--- src/rtl/per2axi_req_issue.sv ---
// Issue stage of a peripheral-to-AXI bridge: grants one peripheral request at a time
// and turns it into a single-beat AXI write (AW+W) or read (AR), tracking one busy bit per AXI ID.
module per2axi_req_issue #(
    parameter int PER_ID_WIDTH   = 5,
    parameter int AXI_ADDR_WIDTH = 32,
    parameter int AXI_ID_WIDTH   = 3
) (
    input  logic                      clk_i,
    input  logic                      rst_i,

    input  logic                      per_slave_req_i,
    input  logic [AXI_ADDR_WIDTH-1:0] per_slave_add_i,
    input  logic                      per_slave_we_ni,
    input  logic [31:0]               per_slave_wdata_i,
    input  logic [3:0]                per_slave_be_i,
    input  logic [PER_ID_WIDTH-1:0]   per_slave_id_i,
    output logic                      per_slave_gnt_o,

    output logic                      axi_master_aw_valid_o,
    output logic [AXI_ADDR_WIDTH-1:0] axi_master_aw_addr_o,
    output logic [AXI_ID_WIDTH-1:0]   axi_master_aw_id_o,
    input  logic                      axi_master_aw_ready_i,

    output logic                      axi_master_w_valid_o,
    output logic [63:0]               axi_master_w_data_o,
    output logic [7:0]                axi_master_w_strb_o,
    input  logic                      axi_master_w_ready_i,

    output logic                      axi_master_ar_valid_o,
    output logic [AXI_ADDR_WIDTH-1:0] axi_master_ar_addr_o,
    output logic [AXI_ID_WIDTH-1:0]   axi_master_ar_id_o,
    input  logic                      axi_master_ar_ready_i,

    input  logic                      rsp_done_i,
    input  logic [AXI_ID_WIDTH-1:0]   rsp_id_i,

    output logic                      trans_req_o,
    output logic [AXI_ID_WIDTH-1:0]   trans_id_o,
    output logic [AXI_ADDR_WIDTH-1:0] trans_add_o
);

    localparam int NUM_IDS = 2 ** AXI_ID_WIDTH;

    typedef enum logic [1:0] {
        IDLE  = 2'd0,
        WRITE = 2'd1,
        READ  = 2'd2
    } state_t;

    state_t                    state_q, state_d;
    logic [NUM_IDS-1:0]        busy_q, busy_d;
    logic [AXI_ADDR_WIDTH-1:0] addr_q, addr_d;
    logic [AXI_ID_WIDTH-1:0]   id_q, id_d;
    logic [63:0]               data_q, data_d;
    logic [7:0]                strb_q, strb_d;
    logic                      aw_valid_q, aw_valid_d;
    logic                      w_valid_q, w_valid_d;
    logic                      ar_valid_q, ar_valid_d;

    logic [AXI_ID_WIDTH-1:0]   req_id;
    logic                      gnt;

    // Lowest set bit wins; descending scan lets the lowest index overwrite the others.
    always_comb begin
        req_id = '0;
        for (int i = PER_ID_WIDTH - 1; i >= 0; i--) begin
            if (per_slave_id_i[i]) begin
                req_id = AXI_ID_WIDTH'(i);
            end
        end
    end

    assign gnt = !rst_i && (state_q == IDLE) && per_slave_req_i && !busy_q[req_id];

    always_comb begin
        state_d    = state_q;
        busy_d     = busy_q;
        addr_d     = addr_q;
        id_d       = id_q;
        data_d     = data_q;
        strb_d     = strb_q;
        aw_valid_d = aw_valid_q;
        w_valid_d  = w_valid_q;
        ar_valid_d = ar_valid_q;

        if (rsp_done_i) begin
            busy_d[rsp_id_i] = 1'b0;
        end

        case (state_q)
            IDLE: begin
                if (gnt) begin
                    busy_d[req_id] = 1'b1;
                    addr_d         = per_slave_add_i;
                    id_d           = req_id;
                    if (per_slave_add_i[2]) begin
                        data_d = {per_slave_wdata_i, 32'h0};
                        strb_d = {per_slave_be_i, 4'h0};
                    end else begin
                        data_d = {32'h0, per_slave_wdata_i};
                        strb_d = {4'h0, per_slave_be_i};
                    end
                    if (per_slave_we_ni) begin
                        state_d    = READ;
                        ar_valid_d = 1'b1;
                    end else begin
                        state_d    = WRITE;
                        aw_valid_d = 1'b1;
                        w_valid_d  = 1'b1;
                    end
                end
            end
            WRITE: begin
                // AW and W retire independently; leave only once both have handshaken.
                if (axi_master_aw_ready_i) begin
                    aw_valid_d = 1'b0;
                end
                if (axi_master_w_ready_i) begin
                    w_valid_d = 1'b0;
                end
                if (!aw_valid_d && !w_valid_d) begin
                    state_d = IDLE;
                end
            end
            READ: begin
                if (axi_master_ar_ready_i) begin
                    ar_valid_d = 1'b0;
                    state_d    = IDLE;
                end
            end
            default: begin
                state_d = IDLE;
            end
        endcase
    end

    always_ff @(posedge clk_i or posedge rst_i) begin
        if (rst_i) begin
            state_q    <= IDLE;
            busy_q     <= '0;
            addr_q     <= '0;
            id_q       <= '0;
            data_q     <= '0;
            strb_q     <= '0;
            aw_valid_q <= 1'b0;
            w_valid_q  <= 1'b0;
            ar_valid_q <= 1'b0;
        end else begin
            state_q    <= state_d;
            busy_q     <= busy_d;
            addr_q     <= addr_d;
            id_q       <= id_d;
            data_q     <= data_d;
            strb_q     <= strb_d;
            aw_valid_q <= aw_valid_d;
            w_valid_q  <= w_valid_d;
            ar_valid_q <= ar_valid_d;
        end
    end

    assign per_slave_gnt_o       = gnt;

    assign axi_master_aw_valid_o = aw_valid_q;
    assign axi_master_aw_addr_o  = addr_q;
    assign axi_master_aw_id_o    = id_q;

    assign axi_master_w_valid_o  = w_valid_q;
    assign axi_master_w_data_o   = data_q;
    assign axi_master_w_strb_o   = strb_q;

    assign axi_master_ar_valid_o = ar_valid_q;
    assign axi_master_ar_addr_o  = addr_q;
    assign axi_master_ar_id_o    = id_q;

    // Transaction notification is zero outside a grant so it reads as idle during reset.
    assign trans_req_o = gnt;
    assign trans_id_o  = gnt ? req_id : '0;
    assign trans_add_o = gnt ? per_slave_add_i : '0;

endmodule

--- config.mk ---
export PLATFORM = sky130hd
export DESIGN_NAME = per2axi_req_issue
export DESIGN_NICKNAME = d
export VERILOG_FILES = /design/src/rtl/per2axi_req_issue.sv
export SDC_FILE = /design/constraint.sdc
export NUM_CORES = 1
export LEC_CHECK = 0
export CAP_MARGIN = 5
export CORE_AREA = 2 2 114 116
export CTS_BUF_LIST = sky130_fd_sc_hd__clkbuf_4
export CTS_CLUSTER_DIAMETER = 150
export DETAILED_ROUTE_END_ITERATION = 10
export DIE_AREA = 0 0 116 118
export HOLD_SLACK_MARGIN = 0.12
export PLACE_DENSITY = 0.87
export SYNTH_ARGS = -nofsm -noshare
export SYNTH_HDL_FRONTEND = slang
export SYNTH_SLANG_ARGS = --single-unit
--- constraint.sdc ---
create_clock -name clk_i -period 5.8 [get_ports clk_i]
set_input_delay 0.58 -clock clk_i [delete_from_list [all_inputs] [get_ports clk_i]]
set_output_delay 0.58 -clock clk_i [all_outputs]
set_load 0.01 [all_outputs]
Word-level counts from Yosys, hierarchy flattened. Index checks and enable logic that the tools add are counted.

Memories: 0. Bits in latches: 0. Word-level logic and storage cells: 75. Flip-flop bits (word level): 120. Output and inout port bits: 182. Bits in read-only memories: 0. RAM bits: 0.

Multiplexer cells: 35. Shift operators: 0. Bitwise gates (word level): 3. Equality and inequality tests: 7. Reduce and logical (&&, ||, !) cells: 17. Magnitude comparators: 4. Div/mod/pow operators: 0. $add $sub $neg: 0. Multiply operators: 0.

Operators by type and width (number): 64-bit 2-to-1 mux (1); 32-bit 2-to-1 mux (1); 8-bit 2-to-1 mux (4); 3-bit 2-to-1 mux (6); 1-bit 2-to-1 mux (12); 2-bit != test (second input constant) (5); 8-bit bitwise AND (1); 3-bit by 4-bit < comparator with 1-bit output (second input constant) (2); 2-bit 2-to-1 mux (4); 8-bit NOT (1); 8-bit OR (1); 1-bit demux with 3-bit select (2); 3-bit by 1-bit greater-or-equal comparator with 1-bit output (second input constant) (2); 1-bit logical AND (6); 1-bit case mux with 2 select lines (3); 2-bit case mux with 3 select lines (1); 3-bit AND reduction (2); 1-bit logical NOT (4); 4-bit AND reduction (1); 2-bit nonzero test (2); 1-bit binary-select mux with 3-bit select (1); 2-bit by 1-bit equality test with 1-bit output (second input constant) (1); 2-bit equality test (second input constant) (1); 2-bit logical NOT (1); 2-bit AND reduction (1).

Depth between registers and ports, before layout.
Depth after elaboration: 12. Depth in mapped cells: 8. Depth with buffers taken out: 6.

Worst setup path before layout. OpenSTA, ideal clock, no wires.

Kind: input port to output port. Start: input per_slave_id_i[3]. End: output trans_add_o[0]. Cell stages on the path: 8. Slack: 3.440 ns. Required time: 5.220 ns. Data arrival time: 1.780 ns. Buffers on the path: 2. Path through: nor2b_1 o21ba_2 o21ai_2 nand4_4 inv_4 buf_12 buf_8 and2_1.

Longest elaborated chain between the ends: 9.

RTL lines: start: declaration (RTL line 16) `input logic [PER_ID_WIDTH-1:0] per_slave_id_i,`; 3-bit 2-to-1 mux (4 in series) (RTL line 67) `if (per_slave_id_i[i]) begin`; 1-bit binary-select mux with 3-bit select (RTL line 73) `assign gnt = !rst_i && (state_q == IDLE) && per_slave_req_i && !busy_q[req_id];`; 1-bit 2-to-1 mux (not written as such) (RTL line 73); 1-bit logical NOT (RTL line 73); 1-bit logical AND (RTL line 73); 32-bit 2-to-1 mux (RTL line 178) `assign trans_add_o = gnt ? per_slave_add_i : '0;`; end: declaration (RTL line 39) `output logic [AXI_ADDR_WIDTH-1:0] trans_add_o`.

No other way between the ends. The select of a mux whose other input is x is not followed.

Final worst setup path.
Start: input per_slave_id_i[2]. End: output trans_add_o[1].

Longest elaborated chain between the ends: 8.

RTL lines (RTL line): 3-bit 2-to-1 mux (3 in series) (67); 1-bit binary-select mux with 3-bit select (73); 1-bit 2-to-1 mux (not written as such) (73); 1-bit logical NOT (73); 1-bit logical AND (73); 32-bit 2-to-1 mux (178).

No other way between the ends. The select of a mux whose other input is x is not followed.

==> results.md <==
- Status: finished, final reports clean
- Multiplexer share of the synthesized area: 0.207
- Worst Tran Pin Value: about 0.8 ns
- XOR/XNOR Fraction of Synth Area: 0
- Max-slew violations: 0
- Total of max-cap violations: 0
- Initial antenna violation count: 1
- Post-synthesis instance area: about 0.0056 sq mm
- Top-count cell post-synth: dfrtp_1
- Register share of total power: 0.369
- Reg-to-Reg Start: state_q[1]$_DFFE_PP0P_
- Clock group share of total power: 0.156
- Clock Tree Root: clkbuf_4
- Setup bufs post-CTS: 0
- I/O Pins: between 200 and 300
- CTS tree: done
- Worst hold path class: flop to flop
- Vias in the first global route: 4449
- Routed length per instance: about 17 microns
- DP Wirelength: ~11 mm
- Synth Instances: ~480
- Yosys warns: 0
- Slew margin rel.: 0.471
- Layout net count: 787
- DP Worst Slack: around 1.4 ns
- Post-synthesis async set-or-reset flop share: 1.00
- Synth area leader: dfrtp_1
- Final worst setup slack: roughly 1.4 ns
- Critical path class: primary input to primary output
- Syn_area_per_cell: between 10 and 15 sq um
- P_leak: ~3.5 nW
- Max Fclk: approximately 230 MHz
- CTS Hold Bufs: 0
- GRT met3 Usage: 0.0860
- Hold Vio Cnt, Final: 0
- Number of synthesized flops with an enable pin: 0
- Peak VDD IR: roughly 0.00025 V
- Post-Place Cell Area: 0.00800 sq mm
- Post-Synth Simple-Gate Area: 0.121
- Crit path DAT: roughly 3.8 ns
- Gr usage total: 0.226
- Max Buffers Root-to-Sink: 2
- CP Max Fanout: 62
- Clk sinks: between 100 and 150
- CTS resizes: 0
- Syn Nets: between 500 and 600
- Synthesized flop and latch total: approximately 120
- Hold Startpoint: axi_master_w_data_o[23]$_DFFE_PP0P_
- Vias per cell: around 5
- Grt peak-use layer: met2
- Unrepaired setup endpoints after global routing: no
- Cell Pwr Density: ~460 mW/mm^2
- Synth cell count leaders: dfrtp_1 (117), mux2_2 (71), inv_1 (41)
- Chip Height: between 100 and 150 microns
- CTS HTree Levels: 4
- Largest net degree at the start of global routing: 74
- Final Skew: between 0.009 and 0.01 ns
- Adder-Cell Fraction of Synth Area: 0
- Hold slack: 0.514 ns
- Die ar.: 0.0137 sq mm
- Switching power: 1.22 mW
- Setup_tns: 0 ns
- Logic gate share of total power: 0.475
- Core box area: between 0.01 and 0.015 sq mm
- Top_reg_cell synth: dfrtp_1
- Switching share of power: 0.321
- Fin crit period: about 4.4 ns
- Startpoint Class: primary input
- Row cnt: 41
- Via count: roughly 4300
- Area Growth Syn to Fin: 47.5%
- CP Launch Point: per_slave_id_i[2]
- IO buf count: roughly 270
- Main combinational cell family by area after synthesis: multiplexers
- Share of layout cells above drive strength 1: 0.154
- Endpoints failing setup: 0
- M2 GR Usage: 0.397
- Synth Area in Compound Gates: 0.0325
- Post-synthesis sequential area ratio: 0.521
- TritonCTS Buffers: 17
- WP data required: 5.22 ns
- Drt drc: 0
- RD Place Congestion: between 0.8 and 0.9
- Remaining global-route overflow: 0
- Initial DRC Count: 228
- Initial Util: 0.452
- Worst-Skew Late Latency: around 0.51 ns
- Yosys cell types: 33
- Int Power: approximately 2.6 mW
- Crit share post-route: 0.755
- Met1 usage: 0.221
- Antenna-violating nets left: 0
- Global-route wire length before repair: 23.3 mm
- Worst-path clk slew: 0.10 ns
- Worst Setup End Kind: primary output
- DR pass1 iterations: 4
- Top-area cell type share of the netlist area: 0.521
- Post-route cell area: 0.00828 sq mm
- Die width: around 120 microns
- Top cells by area, synth: dfrtp_1 (52%), mux2_2 (14%), mux2i_1 (6.4%), buf_4 (5.1%), nor2b_1 (4.1%)
- Total wire length after detailed routing: between 15 and 20 mm
-- logic make-up (layout without fill, tap and decap cells) --
| group | Yosys count | after routing |
|---|---|---|
| mux | 107 | 107 |
| other cells | 0 | 1 |
| buf+inv | 102 | 342 |
| compound gates | 25 | 25 |
| simple gates | 125 | 125 |
| flops | 117 | 117 |
-- worst paths after layout --
kind                                                       end  slack (ns)  cells after the start
max in group asynchronous  axi_master_w_data_o[58]$_DFFE_PP0P_        4.00                      3
min in group asynchronous                  busy_q[0]$_DFF_PP0_        0.56                      2
hold reg to reg            axi_master_w_data_o[23]$_DFFE_PP0P_        0.51                      1
setup reg to reg           axi_master_w_data_o[26]$_DFFE_PP0P_        2.13                      5
hold / removal             axi_master_w_data_o[23]$_DFFE_PP0P_        0.51                      1
setup / recovery                                trans_add_o[1]        1.42                      8
-- layer usage --
layer,share of wire,up-vias
met1,0.34,2107
met5,0,-
met3,0.085,50
met2,0.53,191
met4,0.047,0
li1,-,1981
-- layout by cell type (no fill, tap or decap), types with 2 or more instances in the layout --
master | Yosys | layout
inv_1 | 41 | 40
clkbuf_4 | 0 | 19
inv_4 | 1 | 2
clkdlybuf4s50_1 | 0 | 264
buf_4 | 38 | 3
nand3_1 | 2 | 2
clkinv_1 | 0 | 3
bufinv_16 | 0 | 3
nand2_1 | 40 | 40
nand2b_1 | 4 | 4
and2_1 | 32 | 32
a22oi_1 | 2 | 2
o31ai_1 | 5 | 5
mux2i_1 | 36 | 36
dfrtp_1 | 117 | 117
clkinv_2 | 0 | 6
nor2_1 | 6 | 6
nor2b_1 | 37 | 37
o21ai_0 | 9 | 9
mux2_2 | 71 | 71
-- through the flow --
step / cells / utilization / power (mW)
final: 889 / 0.667 / 3.79
after global routing: 889 / 0.667 / 4.02
after CTS: 888 / 0.667 / 3.85
after detailed placement: 856 / 0.644 / 3.24
after global placement: 856 / 0.644 / 3.17
after floorplan: 476 / - / 2.24
-- cell type report --
class	count	area, sq um
fill	942	4130
sequential	117	2930
timing repair buffer	268	2670
multi-input combinational	257	2020
tap	172	215
inverter	42	163
clock buffer	19	143
clock inverter	13	139
antenna	1	2.50
-- flip-flops by register name, indices dropped and copies added (netlist names) --
signal and cells:
axi_master_ar_id_o 3, axi_master_w_valid_o 1, axi_master_aw_valid_o 1, axi_master_ar_addr_o 32, axi_master_w_data_o 64, axi_master_ar_valid_o 1, axi_master_w_strb_o 8, state_q 2
busy_q 5
-- power by group through the flow --
stage	Combinational (mW)	Clock [mW]	Sequential [mW]
final	1.80	0.592	1.40
after global routing	1.92	0.655	1.44
after CTS	1.83	0.615	1.40
after detailed placement	1.82	0	1.42
after global placement	1.78	0	1.39
after floorplan	0.705	0	1.54
-- critical path, cell delays in order --
cell and delay [ns]:
clkdlybuf4s50_1 0.53, nor2_1 0.11, a221o_1 0.32, o21ai_2 0.09
nand4_4 0.54, inv_4 0.75, and2_1 0.28, clkdlybuf4s50_1 0.56
No activity file was read; power rests on OpenSTA's default activity.
